==> src/rtl/histo_readout_pkg.sv <==
// Shared types and constants for the histogram readout block.
package histo_readout_pkg;

    localparam int NUM_BINS   = 1024;
    localparam int BIN_W      = 10;
    localparam int CNT_W      = 24;
    localparam int RD_LAT     = 1;
    localparam int FIFO_DEPTH = 4;
    localparam int OUT_W      = 32;
    localparam int PKT_WORDS  = NUM_BINS + 2;
    localparam int FIFO_CNT_W = $clog2(FIFO_DEPTH + 1);

    localparam logic [7:0] SYNC_BYTE = 8'hA5;
    localparam logic [7:0] HDR_TAG   = 8'h48;

    typedef enum logic [2:0] {
        ST_IDLE,
        ST_HDR,
        ST_RD,
        ST_WAIT,
        ST_FTR,
        ST_DONE
    } state_t;

    typedef struct packed {
        logic             last;
        logic [OUT_W-1:0] data;
    } fifo_word_t;

    function automatic logic [OUT_W-1:0] hdr_word(input logic [15:0] fid);
        return {SYNC_BYTE, HDR_TAG, fid};
    endfunction

endpackage

==> src/rtl/histo_readout_if.sv <==
// Valid/ready stream carrying the framed histogram packet to the host link.
interface histo_readout_if;
    import histo_readout_pkg::*;

    logic [OUT_W-1:0] out_data;
    logic             out_valid;
    logic             out_ready;
    logic             out_last;

    modport master (output out_data, output out_valid, output out_last, input out_ready);
    modport slave  (input out_data, input out_valid, input out_last, output out_ready);

endinterface

==> src/rtl/histo_readout_fifo.sv <==
// Small synchronous output buffer for {last,data} words; exposes its fill count
// so the reader can budget outstanding histogram reads against free space.
module histo_out_fifo
    import histo_readout_pkg::*;
(
    input  logic                  clk,
    input  logic                  rst,
    input  logic                  wr_en,
    input  fifo_word_t            wr_word,
    input  logic                  rd_en,
    output fifo_word_t            rd_word,
    output logic                  empty,
    output logic                  full,
    output logic [FIFO_CNT_W-1:0] count
);

    localparam int PTR_W = (FIFO_DEPTH > 1) ? $clog2(FIFO_DEPTH) : 1;

    fifo_word_t       mem [FIFO_DEPTH];
    logic [PTR_W-1:0] wr_ptr;
    logic [PTR_W-1:0] rd_ptr;
    logic             wr_ok;
    logic             rd_ok;

    function automatic logic [PTR_W-1:0] ptr_inc(input logic [PTR_W-1:0] p);
        return (p == PTR_W'(FIFO_DEPTH - 1)) ? '0 : p + PTR_W'(1);
    endfunction

    assign empty   = (count == '0);
    assign full    = (count == FIFO_CNT_W'(FIFO_DEPTH));
    assign wr_ok   = wr_en && !full;
    assign rd_ok   = rd_en && !empty;
    assign rd_word = mem[rd_ptr];

    // Storage array; contents need no reset because reads are gated by count.
    always_ff @(posedge clk) begin
        if (wr_ok) begin
            mem[wr_ptr] <= wr_word;
        end
    end

    // Pointers and occupancy.
    always_ff @(posedge clk) begin
        if (rst) begin
            wr_ptr <= '0;
            rd_ptr <= '0;
            count  <= '0;
        end else begin
            if (wr_ok) begin
                wr_ptr <= ptr_inc(wr_ptr);
            end
            if (rd_ok) begin
                rd_ptr <= ptr_inc(rd_ptr);
            end
            count <= count + FIFO_CNT_W'(wr_ok) - FIFO_CNT_W'(rd_ok);
        end
    end

endmodule

==> src/rtl/histo_readout.sv <==
// Histogram readout: walks every bin once through the clear-on-read port and
// streams header, one word per bin, and a checksum footer.
//
//  state   | meaning
//  --------+---------------------------------------------------------------
//  IDLE    | histogram owns the RAM (hist_rw=1), waiting for start
//  HDR     | push header word {SYNC_BYTE, 8'h48, frame_id}
//  RD      | issue one bin read per clock while FIFO credit allows
//  WAIT    | all bins issued, draining in-flight read data
//  FTR     | push checksum footer with last flag
//  DONE    | wait for footer handshake, then hand RAM back
module histo_readout
    import histo_readout_pkg::*;
(
    input  logic             clk,
    input  logic             rst,
    input  logic             start,
    input  logic [15:0]      frame_id,
    output logic             hist_rw,
    output logic [BIN_W-1:0] bin_addr,
    output logic             bin_rd,
    input  logic [CNT_W-1:0] bin_data,
    histo_readout_if.master  out_if,
    output logic             busy,
    output logic             start_err
);

    state_t                state_q;
    state_t                state_d;
    logic [15:0]           frame_q;
    logic [OUT_W-1:0]      sum_q;
    logic [BIN_W-1:0]      rd_idx_q;
    logic [BIN_W-1:0]      bin_addr_q;
    logic                  bin_rd_q;
    logic [RD_LAT-1:0]     vld_sr_q;
    logic                  start_err_q;

    logic                  push;
    fifo_word_t            push_word;
    logic                  issue;
    logic                  pop;
    fifo_word_t            head;
    logic                  fifo_empty;
    logic                  fifo_full;
    logic [FIFO_CNT_W-1:0] fifo_count;
    logic [7:0]            inflight;
    logic                  credit_ok;
    logic                  data_valid;
    logic                  last_bin;
    logic                  footer_hs;

    histo_out_fifo u_fifo (
        .clk     (clk),
        .rst     (rst),
        .wr_en   (push),
        .wr_word (push_word),
        .rd_en   (pop),
        .rd_word (head),
        .empty   (fifo_empty),
        .full    (fifo_full),
        .count   (fifo_count)
    );

    assign out_if.out_valid = !fifo_empty;
    assign out_if.out_data  = fifo_empty ? '0 : head.data;
    assign out_if.out_last  = !fifo_empty && head.last;
    assign pop              = !fifo_empty && out_if.out_ready;
    assign footer_hs        = out_if.out_valid && out_if.out_ready && out_if.out_last;

    assign data_valid = vld_sr_q[RD_LAT-1];
    assign last_bin   = (rd_idx_q == BIN_W'(NUM_BINS - 1));
    // Outstanding reads plus buffered words may never exceed the FIFO, so
    // returning data always has a slot and no bin is ever re-read.
    assign credit_ok  = (8'(fifo_count) + inflight) < 8'(FIFO_DEPTH);

    assign hist_rw   = (state_q == ST_IDLE);
    assign busy      = (state_q != ST_IDLE);
    assign bin_addr  = bin_addr_q;
    assign bin_rd    = bin_rd_q;
    assign start_err = start_err_q;

    // Count reads strobed but not yet returned (strobe plus latency pipe).
    always_comb begin
        inflight = 8'(bin_rd_q);
        for (int i = 0; i < RD_LAT; i++) begin
            inflight = inflight + 8'(vld_sr_q[i]);
        end
    end

    // Next-state, FIFO push and read-issue decisions.
    always_comb begin
        state_d   = state_q;
        push      = 1'b0;
        push_word = '0;
        issue     = 1'b0;
        case (state_q)
            ST_IDLE: begin
                if (start) begin
                    state_d = ST_HDR;
                end
            end
            ST_HDR: begin
                if (!fifo_full) begin
                    push      = 1'b1;
                    push_word = {1'b0, hdr_word(frame_q)};
                    state_d   = ST_RD;
                end
            end
            ST_RD: begin
                if (credit_ok) begin
                    issue = 1'b1;
                    if (last_bin) begin
                        state_d = ST_WAIT;
                    end
                end
            end
            ST_WAIT: begin
                if (inflight == '0) begin
                    state_d = ST_FTR;
                end
            end
            ST_FTR: begin
                if (!fifo_full) begin
                    push      = 1'b1;
                    push_word = {1'b1, sum_q};
                    state_d   = ST_DONE;
                end
            end
            ST_DONE: begin
                if (footer_hs) begin
                    state_d = ST_IDLE;
                end
            end
            default: state_d = ST_IDLE;
        endcase
        // Returned bin data only arrives in RD/WAIT, never alongside header/footer.
        if (data_valid) begin
            push      = 1'b1;
            push_word = {1'b0, 8'h00, bin_data};
        end
    end

    // State register.
    always_ff @(posedge clk) begin
        if (rst) begin
            state_q <= ST_IDLE;
        end else begin
            state_q <= state_d;
        end
    end

    // Frame capture, address walk, read-latency pipe, checksum and error pulse.
    always_ff @(posedge clk) begin
        if (rst) begin
            frame_q     <= '0;
            sum_q       <= '0;
            rd_idx_q    <= '0;
            bin_addr_q  <= '0;
            bin_rd_q    <= 1'b0;
            vld_sr_q    <= '0;
            start_err_q <= 1'b0;
        end else begin
            if ((state_q == ST_IDLE) && start) begin
                frame_q  <= frame_id;
                sum_q    <= '0;
                rd_idx_q <= '0;
            end
            if (issue) begin
                bin_addr_q <= rd_idx_q;
                rd_idx_q   <= rd_idx_q + BIN_W'(1);
            end
            bin_rd_q    <= issue;
            vld_sr_q[0] <= bin_rd_q;
            for (int i = 1; i < RD_LAT; i++) begin
                vld_sr_q[i] <= vld_sr_q[i-1];
            end
            if (data_valid) begin
                sum_q <= sum_q + OUT_W'(bin_data);
            end
            start_err_q <= start && (state_q != ST_IDLE);
        end
    end

endmodule

==> src/flat_wrapper.sv <==
// flat-port wrapper written by rule: the top's interface ports become plain ports
module histo_readout_flat import histo_readout_pkg::*;
  (clk, rst, start, frame_id, hist_rw, bin_addr, bin_rd, bin_data, busy, start_err, out_if_out_data, out_if_out_valid, out_if_out_last, out_if_out_ready);
  histo_readout_if out_if_i ();
  input  logic clk;
  input  logic rst;
  input  logic start;
  input  logic [15:0] frame_id;
  output logic hist_rw;
  output logic [BIN_W-1:0] bin_addr;
  output logic bin_rd;
  input  logic [CNT_W-1:0] bin_data;
  output logic busy;
  output logic start_err;
  output wire logic [$bits(out_if_i.out_data)-1:0] out_if_out_data;
  output wire logic [$bits(out_if_i.out_valid)-1:0] out_if_out_valid;
  output wire logic [$bits(out_if_i.out_last)-1:0] out_if_out_last;
  input wire logic [$bits(out_if_i.out_ready)-1:0] out_if_out_ready;
  assign out_if_out_data = out_if_i.out_data;
  assign out_if_out_valid = out_if_i.out_valid;
  assign out_if_out_last = out_if_i.out_last;
  assign out_if_i.out_ready = out_if_out_ready;
  histo_readout u_core (.clk(clk), .rst(rst), .start(start), .frame_id(frame_id), .hist_rw(hist_rw), .bin_addr(bin_addr), .bin_rd(bin_rd), .bin_data(bin_data), .out_if(out_if_i), .busy(busy), .start_err(start_err));
endmodule
==> config.mk <==
export PLATFORM = sky130hd
export DESIGN_NAME = histo_readout_flat
export DESIGN_NICKNAME = d
export VERILOG_FILES = /design/src/rtl/histo_readout_pkg.sv /design/src/rtl/histo_readout_if.sv /design/src/rtl/histo_readout_fifo.sv /design/src/rtl/histo_readout.sv /design/src/flat_wrapper.sv
export SDC_FILE = /design/constraint.sdc
export NUM_CORES = 1
export LEC_CHECK = 0
export ABC_AREA = 1
export BUFFER_PORTS_ARGS = -buffer_cell sky130_fd_sc_hd__buf_2
export CORE_MARGIN = 3
export CORE_UTILIZATION = 30
export CTS_CLUSTER_SIZE = 28
export DETAILED_ROUTE_END_ITERATION = 8
export PLACE_DENSITY = 0.52
export SKIP_LAST_GASP = 1
export SYNTH_ARGS = -nofsm -noshare
export SYNTH_HDL_FRONTEND = slang
export SYNTH_SLANG_ARGS = --single-unit
==> constraint.sdc <==
create_clock -name clk -period 3.1 [get_ports clk]
set_input_delay 0.155 -clock clk [delete_from_list [all_inputs] [get_ports clk]]
set_output_delay 0.155 -clock clk [all_outputs]
set_load 0.02 [all_outputs]
# ---- Word-level counts from Yosys, hierarchy flattened
# Memory sizes are Yosys's and may differ from the RTL's. A register that Yosys moved wholly into a read port is not among the register bits.
# Index checks and enable logic that the tools add are counted.
dict set report totals {
  mem_count 1
  mem_bits_ro 0
  inputBits 44
  latchBits 0
  output_inout_bits 48
  wordCells 82
  regBits 81
  mem_bits_rw 132
}
dict set report classes {
  order_cmp 1
  n_mux 28
  shift 0
  addsub 8
  div 0
  eq_ne 16
  n_reduce_logical 17
  bitwise 0
  n_mul 0
}
# name words word_bits read_ports rd_ports_with_merged_regs wr line
set memory_table {}
lappend memory_table {u_core.u_fifo.mem 4 33 1 1 1 histo_readout_fifo.sv:19} ;# fifo_word_t mem [FIFO_DEPTH];
# operator n
set op_table {}
lappend op_table {{32-bit two-way mux} 4}
lappend op_table {{33-bit two-way mux} 2}
lappend op_table {{33-bit case mux with 2 select lines} 1}
lappend op_table {{32-bit by 24-bit adder with 32-bit output} 1}
lappend op_table {{3-bit two-way mux} 7}
lappend op_table {{10-bit two-way mux} 2}
lappend op_table {{3-bit case mux with 6 select lines} 1}
lappend op_table {{10-bit by 1-bit adder with 10-bit output, second input constant} 1}
lappend op_table {{10-bit equality test, second input constant} 1}
lappend op_table {{3-bit equality test, second input constant} 3}
lappend op_table {{8-bit logical NOT} 1}
lappend op_table {{8-bit by 3-bit < comparator with 1-bit output, second input constant} 1}
lappend op_table {{2-bit two-way mux} 4}
lappend op_table {{2-bit by 1-bit inequality test with 1-bit output, second input constant} 4}
lappend op_table {{1-bit logical AND} 7}
lappend op_table {{1-bit two-way mux} 7}
lappend op_table {{7-bit AND reduction} 1}
lappend op_table {{3-bit by 2-bit equality test with 1-bit output, second input constant} 2}
lappend op_table {{3-bit logical NOT} 2}
lappend op_table {{2-bit inequality test, second input constant} 3}
lappend op_table {{2-bit by 1-bit adder with 2-bit output, second input constant} 2}
lappend op_table {{3-bit by 2-bit adder with 4-bit output} 1}
lappend op_table {{2-bit equality test, second input constant} 2}
lappend op_table {{2-bit nonzero test} 2}
lappend op_table {{other kinds (7)} 8}

# ---- Longest topological paths before layout
# Gate-level depths: netlist of run 1.
dict set report depth {
  word_depth 7
  mapped_depth 14
  mapped_depth_nobuf 14
}

# ---- Cells and area by module
# A second synthesis of run 1 with hierarchy kept.
dict set report hier_totals {
  cells_unflattened 1376
  hier_area_um2 11249.5
}
# mod cells_per_inst seq_area_each_um2 area_each_um2 instances
set modules_own_cells {}
lappend modules_own_cells {histo_readout 991 1481.4 5834.3 1}
lappend modules_own_cells {histo_out_fifo 385 4144.0 5415.2 1}

# ---- Worst setup path after synthesis of run 1
# OpenSTA, ideal clock, no wires.
dict set report synth_timing {
  path_type {register -> register}
  from {register u_core.state_q[1]}
  to {memory u_core.u_fifo.mem[0][0] (netlist bit) (enable)}
  setup_time_ns 0.423
  period_less_slack_ns 2.676
  n_path_buf 0
  required_ns 2.677
  path_stages_with_launch 6
  arrival_ns 2.253
  setup_slack_ns 0.424
  path_cell_list {dfxtp_1 nor2_2 nand2_4 nand2_4 o21ai_4 nor2_1}
}
dict set report synth_between {
  elab_chain_cells 7
  elab_cells_between_ends 8
  cone_classes {2 x eq/ne; 4 x mux; 2 x reduce/logical}
}
# element line
set synth_lines {}
lappend synth_lines {{from (decl)} histo_readout.sv:28} ;# state_t state_q;
lappend synth_lines {{from (signal assigned)} histo_readout.sv:148} ;# state_q <= state_d;
lappend synth_lines {{3-bit by 1-bit equality test with 1-bit output / 3-bit equality test (equally long branches)} histo_readout.sv:96} ;# case (state_q)
lappend synth_lines {{2-bit OR reduction (no line) *} --}
lappend synth_lines {{1-bit two-way mux *} --}
lappend synth_lines {{1-bit two-way mux *} histo_readout.sv:137} ;# if (data_valid) begin
lappend synth_lines {{1-bit logical AND *} histo_readout_fifo.sv:31} ;# assign wr_ok = wr_en && !full;
lappend synth_lines {{1-bit two-way mux *} histo_readout_fifo.sv:37} ;# if (wr_ok) begin
lappend synth_lines {{1-bit two-way mux (implied by the code) *} histo_readout_fifo.sv:38} ;# mem[wr_ptr] <= wr_word;
lappend synth_lines {{to (decl)} histo_readout_fifo.sv:19}
# Every way passes the cells marked *; elsewhere a longest branch is shown, timed or not.

==> results.txt, run 1 <==
Setup Fix Bufs, Post-CTS - 0
Vias - 9377
H-tree Lvls - 1
Setup-failing EPs final - 0
Synth warn - 0
Routed WL - 32100 um
Pint - 6.36 mW
Wirelength per Cell - 16.3 um
Reg2reg setup slack - 0.82 ns
Die X - 199 um
Hold crit path type - primary input to register
Initial antenna violation count - 0
Gate power share - 33.8%
Post-Syn Nets - 1476
Pwr/cell area - 782 nW/um^2
Yosys top cell area share - 35.4%
Routability congestion estimate - 0.875
Fin Hold WS - 0.00933 ns
Synth area leaders - edfxtp_1 35%, dfxtp_1 15%, nand2_1 11%, nor2_1 7.2%, inv_1 5.1%
Setup TNS - 0 ns
Cts-stage hold buffer count - 12
Met2 routed WL - 14000 um
Minimum clock period - 2.67 ns
Top sig layer - met4
WS Path Type - register to primary output
Setup WS pre-CTS - 0.801 ns
Type of origin of the critical path - register
Worst-margin pin slew - 0.679 ns
ANT cells - 0
GR Util All Layers - 16.0%
Setup crit end kind - primary output
CTS Buf Count - 24
Critical path peak fanout - 52
Max stage delay on crit path - 0.52 ns
Die ar. - 39700 sq um
Synth Cell Area - 11200 sq um
DRT iter0 DRCs - 482
Routed Antenna Nets - 0
Core area - 36700 sq um
Register area share after synthesis - 50.3%
Cells after Synth - 1395
Synth Flop Type - edfxtp_1
Fin nets - 1568
Worst endpoint data arrival time - 2.51 ns
CTS-repair resized insts - 0
Row count - 70
WL met1 - 15400 um
Sw Ratio - 37.7%
Die Y - 199 um
Synthesized area per cell - 8.02 sq um
Hold worst-path end - u_core.frame_q[7]
Vias in the first global route - 8912
Max-Cap Viols - 0
P_sw - 3.85 mW
DR DRC count - 0
Ys async rst share - 0%
Largest net degree at the start of global routing - 54
Clk pwr share - 28.1%
Cell Chain, Critical Path - buf_4 > o21ai_0 > o22a_1 > nor2_1 > buf_2
Max_slew headroom - 54.7%
Status - complete, no violations
Static leakage - 5.48 nW
CP top delay family - buffers and inverters
Peak supply drop - 342 uV
Hold Startpoint - frame_id[7]
CTS Root Cell - clkbuf_16
Routed wl met3 - 1790 um
Cell taking the most area after synthesis - edfxtp_1
CTS tree - done
Clk buf depth - 3
R2r worst-path depth - 10
Endpoint of the worst register-to-register path - u_core.u_fifo.count[1]
Endpoints failing hold - 0
Port-buffer cells - 91
Share of cells above drive strength 1 - 13.0%
Slowest CP cell - dfxtp_2
DP HPWL - 22400 um
Clk Latency, worst-skew pair - 0.53 ns
Count of different cell masters after synthesis - 51
#FFs+latches synth - 215
Initial core utilization - 30.5%
Number of synthesized flops with an enable pin - 132
WP buf/inv - 2
Hold path cells - 3
Critical path required time - 2.94 ns
Reg power frac - 38.1%
Grt ovf - 0
Area Growth Syn to Fin - 16.7%
First-pass GRT wire length - 50000 um
Unrepaired setup endpoints after global routing - false
Fmax - 375 MHz
Worst setup margin - 0.431 ns
Clk_skew - 0.0344 ns
Drt first pass iters - 5
Worst r2r src - u_core.state_q[1]
# clock sinks - 215
Via/cell ratio - 4.76
Final worst-path cycle share - 86.1%
Max-slew violation count - 0
Clock slew at reported path FFs - 0.06 ns
IO Count - 92
## registers in the layout, summed over array words and instances (netlist names), named ones only
name                  count
u_core.data_valid         1
u_core.start_err          1
u_core.u_fifo.rd_ptr      2
u_core.u_fifo.count       3
u_core.state_q            3
u_core.sum_q             32
u_core.frame_q           16
u_core.bin_rd             1
u_core.u_fifo.mem       132
u_core.rd_idx_q          10
u_core.bin_addr          10
u_core.u_fifo.wr_ptr      2
## tightest hold or removal path, cell delays in order
cell     delay, ns
buf_2         0.11
o21ai_0       0.09
a21oi_1       0.11
## stage by stage
step                      total power [mW]  std cells  area [sq um]  util [%]
final                                 10.2       1972         13100      35.6
after global routing                  10.9       1972         13100      35.6
after CTS                             10.3       1972         13100      35.6
after detailed placement              7.44       1917         12100      33.1
after global placement                7.41       1917         12100      33.1
after floorplan                       6.26       1395         11200         -
## area by class of cell
cell class | instances | area (sq um)
timing repair buffer | 117 | 681
tap | 468 | 586
clock inverter | 11 | 123
fill | 3770 | 23600
inverter | 165 | 622
clock buffer | 32 | 681
sequential | 215 | 5630
multi-input combinational | 964 | 4740
## kinds of logic (layout without fill, tap and decap cells)
family,Yosys count,after routing,synth area share (%)
AOI/OAI and AO/OA,263,263,12.9
adders and majority gates,37,37,4.27
xor gates and xnor gates,1,1,0.0783
DFF,215,215,50.3
buffers and inverters,216,325,7.71
and+or+nand+nor,663,663,24.8
## per-layer routing
layer,track usage [%],vias to the layer above
li1,-,4765
met4,4.84,0
met5,0,-
met3,2.11,52
met2,25.3,237
met1,22.9,4323
## cells in the final DEF, fill, tap and decap left out, types with 9 or more instances in the layout
master,n
edfxtp_1,132
nand4_1,9
nand3_1,56
nor3_1,10
a21oi_1,106
nor2_1,211
ha_1,35
dlygate4sd3_1,12
inv_2,12
dfxtp_1,81
buf_4,14
clkbuf_16,24
inv_1,151
o21ai_1,14
buf_2,91
o21ai_0,112
nand2_1,334
## worst max-delay path by stage
stage | start | end | slack (ns) | depth (start not counted)
finish | register | out_if_out_last | 0.43 | 5
global route | register | out_if_out_last | 0.29 | 5
CTS | register | out_if_out_last | 0.41 | 5
detailed placement | u_core.state_q[1] | u_core.u_fifo.count[1] | 0.80 | 10
global placement | u_core.state_q[1] | u_core.u_fifo.count[1] | 0.88 | 10
floorplan | u_core.state_q[1] | u_core.u_fifo.mem[0][0] | 0.42 | 5
## cell usage after synthesis (all sizes together), types with 2 or more instances
library cell / count
nand3b: 6
ha: 35
nor4: 2
dfxtp: 83
a211oi: 4
inv: 164
nand2: 343
or2: 6
buf: 26
a221oi: 2
nand4: 9
nand3: 57
edfxtp: 132
a21oi: 106
nor2: 228
nor3: 11
a21boi: 8
fa: 2
clkbuf: 25
o22ai: 2
o21ai: 128
a22o: 6
## power by group through the flow
stage	combinational [mW]	clock [mW]	sequential [mW]
floorplan	2.32	0	3.94
global placement	3.47	0	3.94
detailed placement	3.49	0	3.95
CTS	3.51	2.94	3.90
global route	3.88	3.04	3.95
finish	3.45	2.87	3.89
No activity file was read; power rests on OpenSTA's default activity.
==> run 2, diff against run 1 <==
--- a/config.mk
+++ b/config.mk
@@ -7,6 +7,7 @@
 export LEC_CHECK = 0
 export ABC_AREA = 1
 export BUFFER_PORTS_ARGS = -buffer_cell sky130_fd_sc_hd__buf_2
+export CORE_ASPECT_RATIO = 0.7
 export CORE_MARGIN = 3
 export CORE_UTILIZATION = 30
 export CTS_CLUSTER_SIZE = 28
==> run 2 against run 1 <==
  * Clock skew down 0.024 ns
  * Register-to-register slack about the same
  * Final cell count up 0.76%
  * Largest cell class unchanged
  * Highest routed layer unchanged
==> results.txt, run 2 (synthesis results as in run 1) <==
Status - complete, no violations
Endpoints failing hold - 0 (unchanged)
H-tree Lvls - 1 (unchanged)
Cell Area, Placed - 12100 sq um (about the same)
Max stage delay on crit path - 0.57 ns (+0.05 ns)
Vias in the first global route - 8934 (+0.25%)
Static leakage - 5.47 nW (-0.18%)
Largest net degree at the start of global routing - 67 (+24%)
R2r worst-path depth - 10 (unchanged)
Final instance area - 13100 sq um (about the same)
Critical path peak fanout - 66 (+27%)
Setup TNS - 0 ns (unchanged)
Worst-margin pin slew - 0.847 ns (+0.168 ns)
Core area - 36400 sq um (-0.93%)
CP top delay family - buffers and inverters
Worst endpoint data arrival time - 2.37 ns (-0.14 ns)
Crit path to - out_if_out_last
Max_slew headroom - 42.9% (-12 points)
Cell Count, Final, Fillers Out - 1987 (+0.76%)
Gate power share - 34.6% (+0.8 points)
Clk buf depth - 3 (unchanged)
Pint - 6.26 mW (-1.6%)
Setup WS pre-CTS - 0.815 ns (+0.0139 ns)
WP buf/inv - 2 (unchanged)
DP HPWL - 22700 um (+1.1%)
Sw Ratio - 38.1% (+0.39 points)
First-pass GRT wire length - 50700 um (+1.4%)
Hold crit path type - primary input to register
Area Growth Syn to Fin - 16.6% (about the same)
# clock sinks - 215 (unchanged)
Setup-failing EPs final - 0 (unchanged)
Drt first pass iters - 5 (unchanged)
Minimum clock period - 2.52 ns (-0.144 ns)
Critical path required time - 2.94 ns (about the same)
Die X - 237 um (+19%)
Routed Antenna Nets - 0 (unchanged)
Cell Chain, Critical Path - buf_4 > o21ai_0 > o22a_1 > nor2_1 > buf_2
Clk pwr share - 27.2% (-0.9 points)
Core Util, Final - 35.9% (+0.32 points)
Worst setup margin - 0.575 ns (+0.144 ns)
Row count - 58 (-17%)
Via/cell ratio - 4.71 (-0.87%)
Final worst-path cycle share - 81.4% (-4.6 points)
Peak supply drop - 392 uV (+14%)
Share of cells above drive strength 1 - 12.6% (-0.42 points)
Final Power - 10.1 mW (-1.0%)
Port-buffer cells - 91 (unchanged)
IO Count - 92 (unchanged)
CTS Root Cell - clkbuf_16
CTS tree - done
Wirelength per Cell - 16.4 um (+0.74%)
Top flop regs - u_core.u_fifo.mem: 132 flops, u_core.sum_q: 32 flops, u_core.frame_q: 16 flops
Reg2reg setup slack - 0.83 ns (about the same)
Clock slew at reported path FFs - 0.06 ns (about the same)
Slowest CP cell - buf_4
Initial antenna violation count - 0 (unchanged)
CTS Buf Count - 24 (unchanged)
Initial core utilization - 30.8% (+0.29 points)
Clk Latency, worst-skew pair - 0.52 ns (about the same)
Most frequent cells in the layout - 334 x nand2_1, 211 x nor2_1, 151 x inv_1
Die ar. - 39700 sq um (about the same)
Endpoint of the worst register-to-register path - u_core.u_fifo.count[1]
WS Path Type - register to primary output
P_sw - 3.85 mW (about the same)
Placed Cells - 1928 (+0.57%)
Unrepaired setup endpoints after global routing - false
Setup crit end kind - primary output
Fin Hold WS - 0.0481 ns (+0.0388 ns)
Max reg flops - 132 (unchanged)
Grt ovf - 0 (unchanged)
Most common cell after layout, fill and taps aside - nand2_1
DRT iter0 DRCs - 792 (+64%)
Max-slew violation count - 0 (unchanged)
Max-Cap Viols - 0 (unchanged)
Vias - 9366 (-0.12%)
Routability congestion estimate - 0.879 (+0.43%)
Type of origin of the critical path - register
Worst r2r src - u_core.state_q[1]
Fmax - 396 MHz (+5.7%)
Largest Register - u_core.u_fifo.mem
Critical path depth - 5 (unchanged)
Reg power frac - 38.2% (about the same)
Pwr/cell area - 774 nW/um^2 (-0.97%)
Routed WL - 32600 um (+1.5%)
DR DRC count - 0 (unchanged)
Fin nets - 1571 (+0.19%)
ANT cells - 0 (unchanged)
GR Util All Layers - 16.1% (+0.14 points)
Clk_skew - 0.0106 ns (-0.0238 ns)
Die Y - 168 um (-16%)
[run 2: layout make-up]
type	instances	area [sq um]
clock buffers	32	634
clock inverters	11	116
fillers	3746	23300
inverters	165	622
multi-input cells	964	4740
flip-flops and latches	215	5630
well taps	480	601
repair buffers	120	713
[run 2: repair_timing]
item                                   4_1_cts  5_1_grt
setup endpoints to repair                    0        0
setup buffers                                0        0
hold buffers                                16        0
resized for setup                            0        0
endpoints found under the hold margin       16        0
[run 2: tightest hold or removal path, delay by kind of cell]
| family | cells | cell delay, ns |
|---|---|---|
| buf+inv | 1 | 0.09 |
| simple gates | 1 | 0.04 |
| compound gates | 1 | 0.12 |
| fa+ha+maj | 1 | 0.12 |
[run 2: layer usage]
metal / wire [um] / share of wire (%) / GRT usage, %
met1: 16500 / 51 / 24.1
met2: 13500 / 42 / 24.3
met3: 1670 / 5.1 / 2.40
met4: 838 / 2.6 / 4.33
met5: 0 / 0 / 0
[run 2: how the worst min path moves through the flow]
| stage | to | slack (ns) | start | cells after the start |
|---|---|---|---|---|
| finish | u_core.sum_q[0] | 0.05 | bin_data[0] | 4 |
| global placement | u_core.frame_q[0] | 0.41 | frame_id[0] | 3 |
| detailed placement | u_core.frame_q[0] | 0.42 | frame_id[0] | 3 |
| floorplan | u_core.frame_q[0] | 0.29 | frame_id[0] | 2 |
| global route | u_core.start_err | 0.05 | start | 3 |
| CTS | u_core.sum_q[0] | 0.02 | bin_data[0] | 4 |
[run 2: power groups by stage]
| stage | registers (mW) | logic (mW) | clock network [mW] |
|---|---|---|---|
| floorplan | 3.94 | 2.32 | 0 |
| global placement | 3.92 | 3.50 | 0 |
| detailed placement | 3.93 | 3.53 | 0 |
| CTS | 3.87 | 3.56 | 2.82 |
| global route | 3.92 | 3.91 | 2.95 |
| finish | 3.87 | 3.50 | 2.75 |
